## src/rtl/fb_pkg.sv

```systemverilog
// Shared defaults and grant/state encoding for the frame-buffer access arbiter.
package fb_pkg;

   localparam int FB_ADDR_W     = 24;
   localparam int FB_DATA_W     = 4;
   localparam int FB_FIFO_DEPTH = 4;
   localparam int FB_WORDS_DFLT = 307200;
   localparam int FB_RD_LAT     = 1;

   typedef enum logic [1:0] {
      ST_IDLE  = 2'd0,
      ST_READ  = 2'd1,
      ST_WRITE = 2'd2,
      ST_CLEAR = 2'd3
   } fb_arb_state_t;

   // Clear counter width; a single-word buffer still needs one bit.
   function automatic int fb_cnt_w(input int words);
      return (words > 1) ? $clog2(words) : 1;
   endfunction

endpackage

```

## src/rtl/fb_wr_fifo.sv

```systemverilog
// Synchronous FIFO of {addr,data} CPU write entries; head is visible combinationally.
module fb_wr_fifo #(
   parameter int ADDR_W = 24,
   parameter int DATA_W = 4,
   parameter int DEPTH  = 4
) (
   input  logic                     clk,
   input  logic                     rst,
   input  logic                     push,
   input  logic [ADDR_W-1:0]        push_addr,
   input  logic [DATA_W-1:0]        push_data,
   input  logic                     pop,
   output logic [ADDR_W-1:0]        head_addr,
   output logic [DATA_W-1:0]        head_data,
   output logic [$clog2(DEPTH):0]   level,
   output logic                     full,
   output logic                     empty
);

   localparam int PTR_W = $clog2(DEPTH);
   localparam int LVL_W = PTR_W + 1;

   logic [ADDR_W+DATA_W-1:0] entries [DEPTH];
   logic [PTR_W-1:0]         wr_ptr;
   logic [PTR_W-1:0]         rd_ptr;
   logic                     do_push;
   logic                     do_pop;

   assign full    = (level == LVL_W'(DEPTH));
   assign empty   = (level == '0);
   assign do_push = push && !full;
   assign do_pop  = pop && !empty;
   assign {head_addr, head_data} = entries[rd_ptr];

   always_ff @(posedge clk) begin
      if (do_push) begin
         entries[wr_ptr] <= {push_addr, push_data};
      end
   end

   // Pointers are PTR_W bits wide, so they wrap modulo DEPTH on their own.
   always_ff @(posedge clk) begin
      if (rst) begin
         wr_ptr <= '0;
         rd_ptr <= '0;
         level  <= '0;
      end else begin
         if (do_push) begin
            wr_ptr <= wr_ptr + 1'b1;
         end
         if (do_pop) begin
            rd_ptr <= rd_ptr + 1'b1;
         end
         case ({do_push, do_pop})
            2'b10:   level <= level + 1'b1;
            2'b01:   level <= level - 1'b1;
            default: level <= level;
         endcase
      end
   end

endmodule

```

## src/rtl/fb_access_arbiter.sv

```systemverilog
// Single-port frame-buffer arbiter: scan-out reads first, then clear fill, then buffered CPU writes.
//  state  | meaning
//  IDLE   | no RAM access, mem_addr/mem_wdata held
//  READ   | scan-out read issued at vga_addr
//  WRITE  | FIFO head written to RAM
//  CLEAR  | clear colour written at clr_cnt
module fb_access_arbiter
   import fb_pkg::*;
#(
   parameter int ADDR_W     = FB_ADDR_W,
   parameter int DATA_W     = FB_DATA_W,
   parameter int FIFO_DEPTH = FB_FIFO_DEPTH,
   parameter int FB_WORDS   = FB_WORDS_DFLT,
   parameter int RD_LAT     = FB_RD_LAT
) (
   input  logic                          clk,
   input  logic                          rst,
   input  logic                          vga_req,
   input  logic [ADDR_W-1:0]             vga_addr,
   output logic                          vga_rvalid,
   output logic [DATA_W-1:0]             vga_rdata,
   input  logic                          cpu_wr_valid,
   output logic                          cpu_wr_ready,
   input  logic [ADDR_W-1:0]             cpu_wr_addr,
   input  logic [DATA_W-1:0]             cpu_wr_data,
   input  logic                          clear_req,
   input  logic [DATA_W-1:0]             clear_color,
   output logic                          clear_busy,
   output logic [$clog2(FIFO_DEPTH):0]   fifo_level,
   output logic [ADDR_W-1:0]             mem_addr,
   output logic                          mem_we,
   output logic [DATA_W-1:0]             mem_wdata,
   input  logic [DATA_W-1:0]             mem_rdata
);

   localparam int CNT_W = fb_cnt_w(FB_WORDS);

   fb_arb_state_t     state_q;
   fb_arb_state_t     state_d;
   logic [ADDR_W-1:0] mem_addr_d;
   logic              mem_we_d;
   logic [DATA_W-1:0] mem_wdata_d;

   logic [CNT_W-1:0]  clr_cnt;
   logic [DATA_W-1:0] clr_color;
   logic              clr_active;
   logic              clr_last;

   logic              fifo_push;
   logic              fifo_pop;
   logic              fifo_full;
   logic              fifo_empty;
   logic [ADDR_W-1:0] head_addr;
   logic [DATA_W-1:0] head_data;

   logic [RD_LAT-1:0] rv_sr;

   assign cpu_wr_ready = !fifo_full;
   assign fifo_push    = cpu_wr_valid && cpu_wr_ready;
   assign fifo_pop     = (state_d == ST_WRITE);
   assign clr_last     = (clr_cnt == CNT_W'(FB_WORDS - 1));
   assign vga_rdata    = mem_rdata;
   assign vga_rvalid   = rv_sr[RD_LAT-1];

   fb_wr_fifo #(
      .ADDR_W (ADDR_W),
      .DATA_W (DATA_W),
      .DEPTH  (FIFO_DEPTH)
   ) u_wr_fifo (
      .clk       (clk),
      .rst       (rst),
      .push      (fifo_push),
      .push_addr (cpu_wr_addr),
      .push_data (cpu_wr_data),
      .pop       (fifo_pop),
      .head_addr (head_addr),
      .head_data (head_data),
      .level     (fifo_level),
      .full      (fifo_full),
      .empty     (fifo_empty)
   );

   // CPU drain waits for clear_busy, which outlives clr_active by one cycle,
   // so no queued pixel can land before the last fill word.
   always_comb begin
      state_d     = ST_IDLE;
      mem_addr_d  = mem_addr;
      mem_we_d    = 1'b0;
      mem_wdata_d = mem_wdata;
      if (vga_req) begin
         state_d = ST_READ;
      end else if (clr_active) begin
         state_d = ST_CLEAR;
      end else if (!clear_busy && !fifo_empty) begin
         state_d = ST_WRITE;
      end
      case (state_d)
         ST_READ: begin
            mem_addr_d = vga_addr;
         end
         ST_CLEAR: begin
            mem_addr_d  = ADDR_W'(clr_cnt);
            mem_we_d    = 1'b1;
            mem_wdata_d = clr_color;
         end
         ST_WRITE: begin
            mem_addr_d  = head_addr;
            mem_we_d    = 1'b1;
            mem_wdata_d = head_data;
         end
         default: begin
         end
      endcase
   end

   always_ff @(posedge clk) begin
      if (rst) begin
         state_q   <= ST_IDLE;
         mem_addr  <= '0;
         mem_we    <= 1'b0;
         mem_wdata <= '0;
         rv_sr     <= '0;
      end else begin
         state_q   <= state_d;
         mem_addr  <= mem_addr_d;
         mem_we    <= mem_we_d;
         mem_wdata <= mem_wdata_d;
         // state_q==READ is the first stage: the address is on the bus this cycle.
         rv_sr     <= RD_LAT'({rv_sr, state_q == ST_READ});
      end
   end

   always_ff @(posedge clk) begin
      if (rst) begin
         clr_cnt    <= '0;
         clr_color  <= '0;
         clr_active <= 1'b0;
         clear_busy <= 1'b0;
      end else if (!clear_busy) begin
         if (clear_req) begin
            clr_cnt    <= '0;
            clr_color  <= clear_color;
            clr_active <= 1'b1;
            clear_busy <= 1'b1;
         end
      end else if (!clr_active) begin
         clear_busy <= 1'b0;
      end else if (state_d == ST_CLEAR) begin
         if (clr_last) begin
            clr_active <= 1'b0;
         end else begin
            clr_cnt <= clr_cnt + 1'b1;
         end
      end
   end

endmodule

```

## config.mk

```make
export PLATFORM = sky130hd
export DESIGN_NAME = fb_access_arbiter
export DESIGN_NICKNAME = d
export VERILOG_FILES = /design/src/rtl/fb_pkg.sv /design/src/rtl/fb_wr_fifo.sv /design/src/rtl/fb_access_arbiter.sv
export SDC_FILE = /design/constraint.sdc
export NUM_CORES = 1
export LEC_CHECK = 0
export BUFFER_PORTS_ARGS = -buffer_cell sky130_fd_sc_hd__buf_2
export CAP_MARGIN = 25
export CORE_UTILIZATION = 35
export CTS_BUF_LIST = sky130_fd_sc_hd__clkbuf_4
export CTS_CLUSTER_DIAMETER = 30
export CTS_CLUSTER_SIZE = 16
export DETAILED_ROUTE_END_ITERATION = 16
export GPL_ROUTABILITY_DRIVEN = 0
export SLEW_MARGIN = 20
export SYNTH_ARGS = -nofsm -noshare
export SYNTH_HDL_FRONTEND = slang
export SYNTH_SLANG_ARGS = --single-unit
export TNS_END_PERCENT = 10
```

## constraint.sdc

```tcl
create_clock -name clk -period 2.6 [get_ports clk]
set_input_delay 0.52 -clock clk [delete_from_list [all_inputs] [get_ports clk]]
set_output_delay 0.52 -clock clk [all_outputs]
set_load 0.02 [all_outputs]
```

---- After elaboration in Yosys (flattened, before gate mapping) ----
Memory sizes are Yosys's and may differ from the RTL's. A register that Yosys moved wholly into a read port is not among the register bits.
Index checks and enable logic that the tools add are counted.
cells by class
  bitwise operators ....................... 1
  equality and inequality tests ........... 11
  add/subtract/negate cells ............... 5
  reduce and logical (&&, ||, !) cells .... 15
  multiplexer cells ....................... 24
operators by type and width
  cell                   count
  $mux 19                5
  $pmux 24 s3            1
  $add 19x1->19 const B  1
  $eq 19x19->1 const B   1
  $mux 1                 11
  $mux 2                 5
  $pmux 4 s2             1
  $eq 2x1->1 const B     3
  $eq 2x2->1 const B     3
  $pmux 3 s2             1
  $reduce_bool 2->1      3
  $add 2x1->2 const B    2
  $logic_and 1x1->1      4
  $ne 2x1->1 const B     2
  $reduce_and 4->1       1
  $add 3x1->3 const B    1
  $eq 3x3->1 const B     1
  $logic_not 1->1        3
  $logic_not 3->1        1
  $reduce_bool 3->1      1
  $sub 3x1->3 const B    1
  $ne 2x2->1 const B     1
  $reduce_and 2->1       1
  $reduce_or 2->1        1
  $not 1->1              1
storage, ports and cells
  input port bits ......................... 65
  output and inout bits ................... 39
  memory bits (writable) .................. 112
  word-level logic and storage cells ...... 69
  register bits after elaboration ......... 64
  memories ................................ 1
memories
  name               depth  width  read ports  clocked after Yosys merged registers in  wr ports  RTL line          text
  u_wr_fifo.entries  4      28     1           1                                        1         fb_wr_fifo.sv:23  logic [ADDR_W+DATA_W-1:0] entries [DEPTH];

---- Depth between registers and ports, before layout ----
Gate-level depths: netlist of the first run.
  depth in word-level cells ............... 10
  gate-level depth with buffers ........... 9

---- Cells and area by module ----
Synthesis of the first run repeated with hierarchy kept, for this count alone.
unflattened totals
  cell total of the unflattened synthesis .. 517
  area total of the unflattened synthesis .. 7289.5 um^2
modules (own cells, without submodules)
  module             sequential area each (um^2)  cells an instance  area an instance (um^2)  instances
  fb_wr_fifo         3543.4                       200                4578.1                   1
  fb_access_arbiter  1141.1                       317                2711.4                   1

---- Least setup slack after synthesis of the first run ----
No wires, ideal clock.
  path kind ............................... input-to-reg
  from .................................... in vga_req
  to ...................................... reg u_wr_fifo.level[2]
  setup slack ............................. 0.161 ns
  arrival ................................. 2.369 ns
  buffers on the path ..................... 1
  setup time .............................. 0.071 ns
  stages on the path ...................... 8
  cell sequence ........................... buf_2 > nor4_1 > ha_1 > inv_1 > fa_1 > xor2_1 > or3_1 > a21oi_1
on the way
  cells in the longest elaborated chain, start to end .. 5
  elaborated cells between the ends (all ways) .. 7
RTL lines
  element                                                 RTL line                 text
  start, declared                                         fb_access_arbiter.sv:18  input logic vga_req,
  $mux 2 (*)                                              fb_access_arbiter.sv:90  if (vga_req) begin
  $eq 2x2->1 (*)                                          fb_access_arbiter.sv:60  assign fifo_pop = (state_d == ST_WRITE);
  $logic_and 1x1->1 (*)                                   fb_wr_fifo.sv:32         assign do_pop = pop && !empty;
  $eq 2x1->1 / $eq 2x2->1 (equally long branches)         fb_wr_fifo.sv:54         case ({do_push, do_pop})
  $pmux 3 s2 / $reduce_bool 2->1 (equally long branches)  --
  end signal, assigned                                    fb_wr_fifo.sv:55         2'b10: level <= level + 1'b1;
  end signal, assigned                                    fb_wr_fifo.sv:56         2'b01: level <= level - 1'b1;
  end signal, assigned                                    fb_wr_fifo.sv:57         default: level <= level;
  end, declared                                           fb_wr_fifo.sv:15         output logic [$clog2(DEPTH):0] level,
Every way passes the cells marked *; elsewhere a longest branch is shown, timed or not.
A chain may end at the register's enable or synchronous reset.

---- Final worst setup path of the first run ----
  from .................................... reg clr_cnt[0]
  to ...................................... reg clr_cnt[17]
on the way
  cells in the longest elaborated chain, start to end .. 5
  elaborated cells between the ends (all ways) .. 8
RTL lines
  element                 RTL line                  text
  start, declared         fb_access_arbiter.sv:44   logic [CNT_W-1:0] clr_cnt;
  start signal, assigned  fb_access_arbiter.sv:152  clr_cnt <= clr_cnt + 1'b1;
  $add 19x1->19           fb_access_arbiter.sv:152
  $mux 19                 fb_access_arbiter.sv:149  if (clr_last) begin
  $mux 19                 fb_access_arbiter.sv:148  end else if (state_d == ST_CLEAR) begin
  $mux 19                 fb_access_arbiter.sv:146  end else if (!clr_active) begin
  $mux 19                 fb_access_arbiter.sv:139  end else if (!clear_busy) begin
Parallel ways exist; a longest one is shown, timed or not. The select of a mux whose other input is x is not followed.

==> results of run 1 <==
cells by family (layout without fill, tap and decap cells):
logic type,count (synthesis),in the layout
compound gates,124,124
simple gates,105,105
mux,34,34
buf+inv,44,163
other cells,0,2
fa+ha+maj,7,7
flops,178,178
xor+xnor,6,6
layer usage:
layer  vias up  wire length [um]  GRT usage, %
met3        17               713         4.338
li1       2176                 -             -
met5         -                21             0
met4         4               220         6.537
met1      2344              7002         19.94
met2       112              8277         26.90
Yosys cell counts (all sizes together) (3+ instances only):
cell and number:
inv 11, o21ai 9, a31oi 5, nor2b 4, buf 8, a221oi 3, nor4 3, a22oi 5
a21oi 40, xor2 3, xnor2 3, edfxtp 112, or4 3, mux2 5, and3 6, nor3 5
nand4 4, nor2 30, nand2 28, o221ai 20, ha 6, mux4 28, nand3 10, a41oi 4
nor3b 3, clkbuf 25, o22ai 22, dfxtp 66
area by class of cell:
class                   count  share of cell area (%)
flip-flops and latches    178                   56.91
multi-input cells         276                   26.91
repair buffers            120                   8.207
well taps                 265                   4.027
clock buffers              19                   1.733
clock inverters            13                   1.641
inverters                  11                  0.5015
diodes                      2                 0.06079
state kept, by name (all words and copies together) (netlist names), named ones only:
name and cells:
clear_busy 1, clr_active 1, clr_cnt 19, clr_color 4, mem_addr 24, mem_wdata 4
mem_we 1, state_q 2, u_wr_fifo.entries 112, u_wr_fifo.level 3, u_wr_fifo.rd_ptr 2, u_wr_fifo.wr_ptr 2
vga_rvalid 1
metrics by stage:
stage / util [%] / power (mW)
after detailed placement: 40.41 / 4.686
after global placement: 40.41 / 4.658
after floorplan: - / 4.220
final: 41.89 / 6.097
after global routing: 41.88 / 6.389
after CTS: 41.83 / 6.167
power by group through the flow:
stage / clock (mW) / sequential (mW) / combinational (mW)
CTS: 1.54 / 3.32 / 1.30
global placement: 0 / 3.38 / 1.28
detailed placement: 0 / 3.39 / 1.30
floorplan: 0 / 3.48 / 0.743
global route: 1.65 / 3.34 / 1.39
finish: 1.49 / 3.32 / 1.29
worst min-delay path by stage:
stage / startpoint / to / slack [ps] / cells past startpoint
final: cpu_wr_data[1] / u_wr_fifo.entries[0][1] / 180 / 1
after CTS: cpu_wr_addr[12] / u_wr_fifo.entries[3][16] / 120 / 1
after global placement: state_q[1] / vga_rvalid / 380 / 1
after global routing: cpu_wr_data[1] / u_wr_fifo.entries[1][1] / 110 / 1
after floorplan: state_q[1] / vga_rvalid / 370 / 1
after detailed placement: state_q[1] / vga_rvalid / 380 / 1
==> summary.txt, run 1 <==
Route
  – Final WL: 16230 um
  – DR vias: 4653
  – Drt initial violations: 336
  – Routed Antenna Nets: 0
  – Initial DRT Pass Iterations: 5
  – Vias per Instance: 5.264
  – Residual DRC: 0
  – Wire per inst: 18.36 um

Clocking
  – CTS buffer count: 17
  – Max Root-Sink Buffers: 2
  – Clk_lat worst skew: 540 ps
  – CTS resizes: 0
  – H-tree depth: 4
  – Root Driver: clkbuf_4
  – Post-CTS Hold Buffers: 0
  – CTS Sinks: roughly 180
  – Clock-pin slew on the worst setup and hold paths: 140 ps
  – CTS tree: built
  – Post-CTS Repair Setup Buffers: 0

STA
  – Setup TNS: 0 ps
  – Final period utilization: 89.79%
  – Slew headroom: slightly below 60%
  – WHS: 177.7 ps
  – Final setup viols: 0
  – Post-route minimum period: 2335 ps
  – Fmax: 428.3 MHz
  – Worst Max-Slew Pin Slew: 601.0 ps
  – RSZ-0062 raised after global routing: no
  – Slew Limit Fails: 0
  – Clock Skew: 21.43 ps
  – Worst Slack Setup Final: ~270 ps
  – Hold violation count in the final report: 0

Power
  – Reg power frac: 54.5%
  – Clk network pwr share: 24.4%
  – Int Power: ~4.4 mW
  – Net load switching power: approximately 1.7 mW
  – Switching Share: 28.48%
  – Static leakage: approximately 2.9 nW
  – Power density over the cells: about 740 mW/mm2
  – Comb pwr share: 21.1%
  – Worst vdd ir: about 0.27 mV

Critical path
  – Crit path buffers/inverters: 1
  – Reg2reg end: clr_cnt[17]
  – CP max stage cell: dfxtp_1
  – Crit-path max cell delay: between 400 and 500 ps
  – Reg2Reg Depth: 7
  – Crit path to: clr_cnt[17]
  – R2r setup slk: 270 ps
  – CP arrival: 2760 ps
  – Crit path depth: 7
  – CP Launch Point: clr_cnt[0]
  – Crit path required time: 3030 ps
  – Worst Setup Path Type: flip-flop to flip-flop
  – CP delay by family, top: simple AND/OR/NAND/NOR gates
  – CP endpoint kind: flip-flop
  – CP startpoint kind: flip-flop
  – R2r startpoint: clr_cnt[0]
  – Crit-path cells: ha_1, nand3_2, nor4_4, a31oi_1, clkbuf_4, nor3b_1, o2bb2a_1
  – Critical path peak fanout: 9

Layout
  – Area growth, synth to finish: 16.17%
  – Area of the multi-input gates: 0.002216 mm2
  – Fillers: 1868
  – FF+latch area: 0.004686 mm2
  – Fin cells: approximately 880
  – Leading cell types in the layout, fill and taps excluded: edfxtp_1, buf_2, dfxtp_1, a21oi_1, nor2_1
  – Share of cells above drive strength 1: between 30% and 40%
  – Most common cell after layout, fill and taps aside: edfxtp_1
  – Fin area: approximately 0.0082 mm2
  – Nets@finish: 676

Global routing
  – First-pass GRT wire length: between 20000 and 25000 um
  – Remaining global-route overflow: 0
  – Gr usage total: 16.19%
  – Vias in the first global route: 4607
  – Initial antenna violation count: 4
  – Largest net degree at the start of global routing: 34

Synthesis
  – EDFF count, synth: ~110
  – Flops & latches, synth: ~180
  – Fraction of registers with async set/reset: 0%
  – Mapped cell area: between 0.007 and 0.008 mm2
  – Top-area cell type share of the netlist area: a little under half
  – Yosys top cell by area: edfxtp_1
  – Cell count after synthesis: roughly 500
  – Compound-gate portion of the synthesized area: 11.86%
  – Main flop type after synthesis: edfxtp_1
  – Post-Synth Adder-Cell Area: ~1.3%
  – Top cells by area, synth: edfxtp_1, dfxtp_1, mux4_2
  – Seq/Total Area, Yosys: 66.10%
  – Synthesized net count: 570
  – Syn avg cell area: 14.23 um2
  – YS warnings: 0
  – Largest family of logic cells by synthesized area: compound AO/OA/AOI/OAI gates
  – Post-Synth Simple-Gate Area: 7.486%
  – Post-synthesis mux area share: under 10%
  – Xor-xnor portion of the synthesized cell area: less than 1%
  – Synth unique cells: 57

Floorplanning
  – Die width: 144.3 um
  – I/O pins: 104
  – Chip height: 144.3 um
  – CORE AREA: between 0.015 and 0.02 mm2
  – Initial Utilization: 36.06%
  – Die area: 0.02082 mm2
  – Rows: 51

Place
  – Placed Area: 0.007943 mm2
  – Detailed placer's ending HPWL: 11020 um
  – Pre-CTS setup slack: about 190 ps
  – IO Port Bufs: 95
  – Placed instance count: 849

Run status
  – Status: finished, final reports clean

Job
  – Max Cap Viol: 0

Worst hold path
  – Type of the worst min-delay path: input port to flip-flop
No activity file was read; power rests on OpenSTA's default activity.
==> run 2: changes to the inputs <==
--- a/config.mk
+++ b/config.mk
@@ -7,6 +7,7 @@
 export LEC_CHECK = 0
 export BUFFER_PORTS_ARGS = -buffer_cell sky130_fd_sc_hd__buf_2
 export CAP_MARGIN = 25
+export CORE_ASPECT_RATIO = 0.9
 export CORE_UTILIZATION = 35
 export CTS_BUF_LIST = sky130_fd_sc_hd__clkbuf_4
 export CTS_CLUSTER_DIAMETER = 30
==> summary.txt, run 2 (synthesized netlist as in run 1, its figures left out) <==
Critical path
  – Crit path required time: 3070 ps (+40 ps)
  – CP arrival: 2890 ps (+130 ps)
  – Critical path peak fanout: 10 (+1)
  – R2r setup slk: 180 ps (-80 ps)
  – CP endpoint kind: flip-flop
  – CP startpoint kind: flip-flop
  – Worst Setup Path Type: flip-flop to flip-flop

Power
  – Comb pwr share: 20.4% (-0.7 points)
  – Power density over the cells: 760.2 mW/mm2 (+2.6%)
  – Static leakage: 2.904 nW (+0.29%)
  – Net load switching power: 1.785 mW (+2.8%)
  – Worst vdd ir: 0.2609 mV (-3.2%)
  – Switching Share: 28.57% (+0.092 points)
  – Clk network pwr share: 26.2% (+1.8 points)
  – Reg power frac: 53.4% (-1.1 points)
  – Int Power: 4.462 mW (+2.3%)

Layout
  – Area growth, synth to finish: 15.94%
  – Top reg by flops: u_wr_fifo.entries
  – Max reg flops: 112 (unchanged)
  – Share of cells above drive strength 1: 31.49% (+0.051 points)
  – Core Util, Final: 42.10% (+0.21 points)
  – Most common cell after layout, fill and taps aside: edfxtp_1
  – Leading cell types in the layout, fill and taps excluded: edfxtp_1, buf_2, dfxtp_1, a21oi_1, nor2_1
  – Regs by FF count: u_wr_fifo.entries (112), mem_addr (24), clr_cnt (19)
  – Nets@finish: 675 (-0.15%)

Floorplanning
  – I/O pins: 104 (unchanged)
  – Die width: 152.0 um (+5.3%)
  – Chip height: 137.0 um (-5.1%)
  – Die area: 0.02082 mm2 (about the same)
  – Rows: 48 (-5.9%)
  – Initial Utilization: 36.31% (+0.25 points)
  – CORE AREA: 0.01952 mm2 (-0.69%)

STA
  – Post-route minimum period: 2419 ps (+84.12 ps)
  – Worst Max-Slew Pin Slew: 933.7 ps (+332.7 ps)
  – Fmax: 413.4 MHz (-3.5%)
  – Setup TNS: 0 ps (unchanged)
  – WHS: 150.6 ps (-27.08 ps)
  – Slew headroom: 37.46% (-22 points)
  – Final setup viols: 0 (unchanged)
  – Clock Skew: 28.65 ps (+7.218 ps)
  – RSZ-0062 raised after global routing: no
  – Slew Limit Fails: 0 (unchanged)
  – Hold violation count in the final report: 0 (unchanged)
  – Final period utilization: 93.03% (+3.2 points)

Route
  – Routed Antenna Nets: 0 (unchanged)
  – DR vias: 4679 (+0.56%)
  – Initial DRT Pass Iterations: 11 (+6)
  – Vias per Instance: 5.397 (+2.5%)
  – Residual DRC: 10 (+10)
  – Top layer in use: met4
  – Final WL: 16770 um (+3.3%)
  – Met2 Wirelength: 8262 um (-0.18%)
  – Met1 WL: 7444 um (+6.3%)
  – Wire per inst: 19.34 um (+5.3%)
  – Drt initial violations: 288 (-14%)
  – Met3 routed WL: 811 um (+14%)

Clocking
  – CTS buffer count: 17 (unchanged)
  – Root Driver: clkbuf_4
  – Clk_lat worst skew: 570 ps (+30 ps)
  – Post-CTS Hold Buffers: 0 (unchanged)
  – Clock-pin slew on the worst setup and hold paths: 150 ps (about the same)
  – Max Root-Sink Buffers: 2 (unchanged)
  – CTS Sinks: 178 (unchanged)
  – CTS tree: built
  – Post-CTS Repair Setup Buffers: 0 (unchanged)
  – CTS resizes: 0 (unchanged)
  – H-tree depth: 4 (unchanged)

Global routing
  – Vias in the first global route: 4659 (+1.1%)
  – First-pass GRT wire length: 26050 um (+4.8%)
  – Gr usage total: 16.82% (+0.64 points)
  – Initial antenna violation count: 1 (-3)
  – Remaining global-route overflow: 0 (unchanged)
  – Largest net degree at the start of global routing: 41 (+21%)

Place
  – IO Port Bufs: 95 (unchanged)
  – Detailed placer's ending HPWL: 11100 um (+0.71%)

Run status
  – Failing checks: design-rule violations
  – Status: finished, violations left

Job
  – Max Cap Viol: 0 (unchanged)

Worst hold path
  – Type of the worst min-delay path: input port to flip-flop
-- run 2: changes by cell type in the layout (fill, tap and decap cells not counted), sizes merged --
cell	previous run	this run
clkinvlp	3	2
clkbuf	20	19
diode	2	1
bufinv	2	3
clkinv	6	5
inv	13	14
-- run 2: final cells by class --
cell class / count / area [um2]
fill: 1752 / 11300
sequential: 178 / 4686
multi-input combinational: 276 / 2216
timing repair buffer: 119 / 655.6
tap: 250 / 312.8
clock inverter: 13 / 160.2
clock buffer: 19 / 142.6
inverter: 11 / 41.29
antenna: 1 / 2.502
-- run 2: worst paths after layout --
kind,to,cells after the start,startpoint
worst max-delay path,clr_cnt[15],6,clr_cnt[0]
worst min-delay path,u_wr_fifo.entries[3][24],1,cpu_wr_addr[20]
worst max register to register,clr_cnt[15],6,clr_cnt[0]
worst min register to register,vga_rvalid,1,state_q[1]
-- run 2: stage by stage --
stage,instances,setup WS [ps],power (mW),instance area [um2]
finish,867,181.3,6.246,8217
global route,867,44.94,6.547,8217
CTS,866,219.8,6.309,8214
detailed placement,834,233.9,4.690,7911
global placement,834,308.4,4.652,7911
floorplan,498,160.6,4.220,7087
-- run 2: power by group through the flow --
stage	Combinational, mW	Clock, mW	Sequential, mW
6_report	1.27	1.64	3.34
5_1_grt	1.39	1.79	3.36
4_1_cts	1.30	1.68	3.34
3_5_place_dp	1.29	0	3.40
3_3_place_gp	1.26	0	3.39
2_1_floorplan	0.743	0	3.48
-- run 2: routing by layer --
layer  global-route usage [%]  vias up
li1                         -     2189
met1                    21.74     2348
met2                    27.73      127
met3                    4.212       15
met4                    5.839        0
met5                        0        -
-- run 2: critical path: stages (launching register included) --
cell and delay [ps]:
dfxtp_1 460, ha_1 240, nand3_2 170, nor4_4 470
a31oi_1 420, nor2b_1 290, o221a_2 270
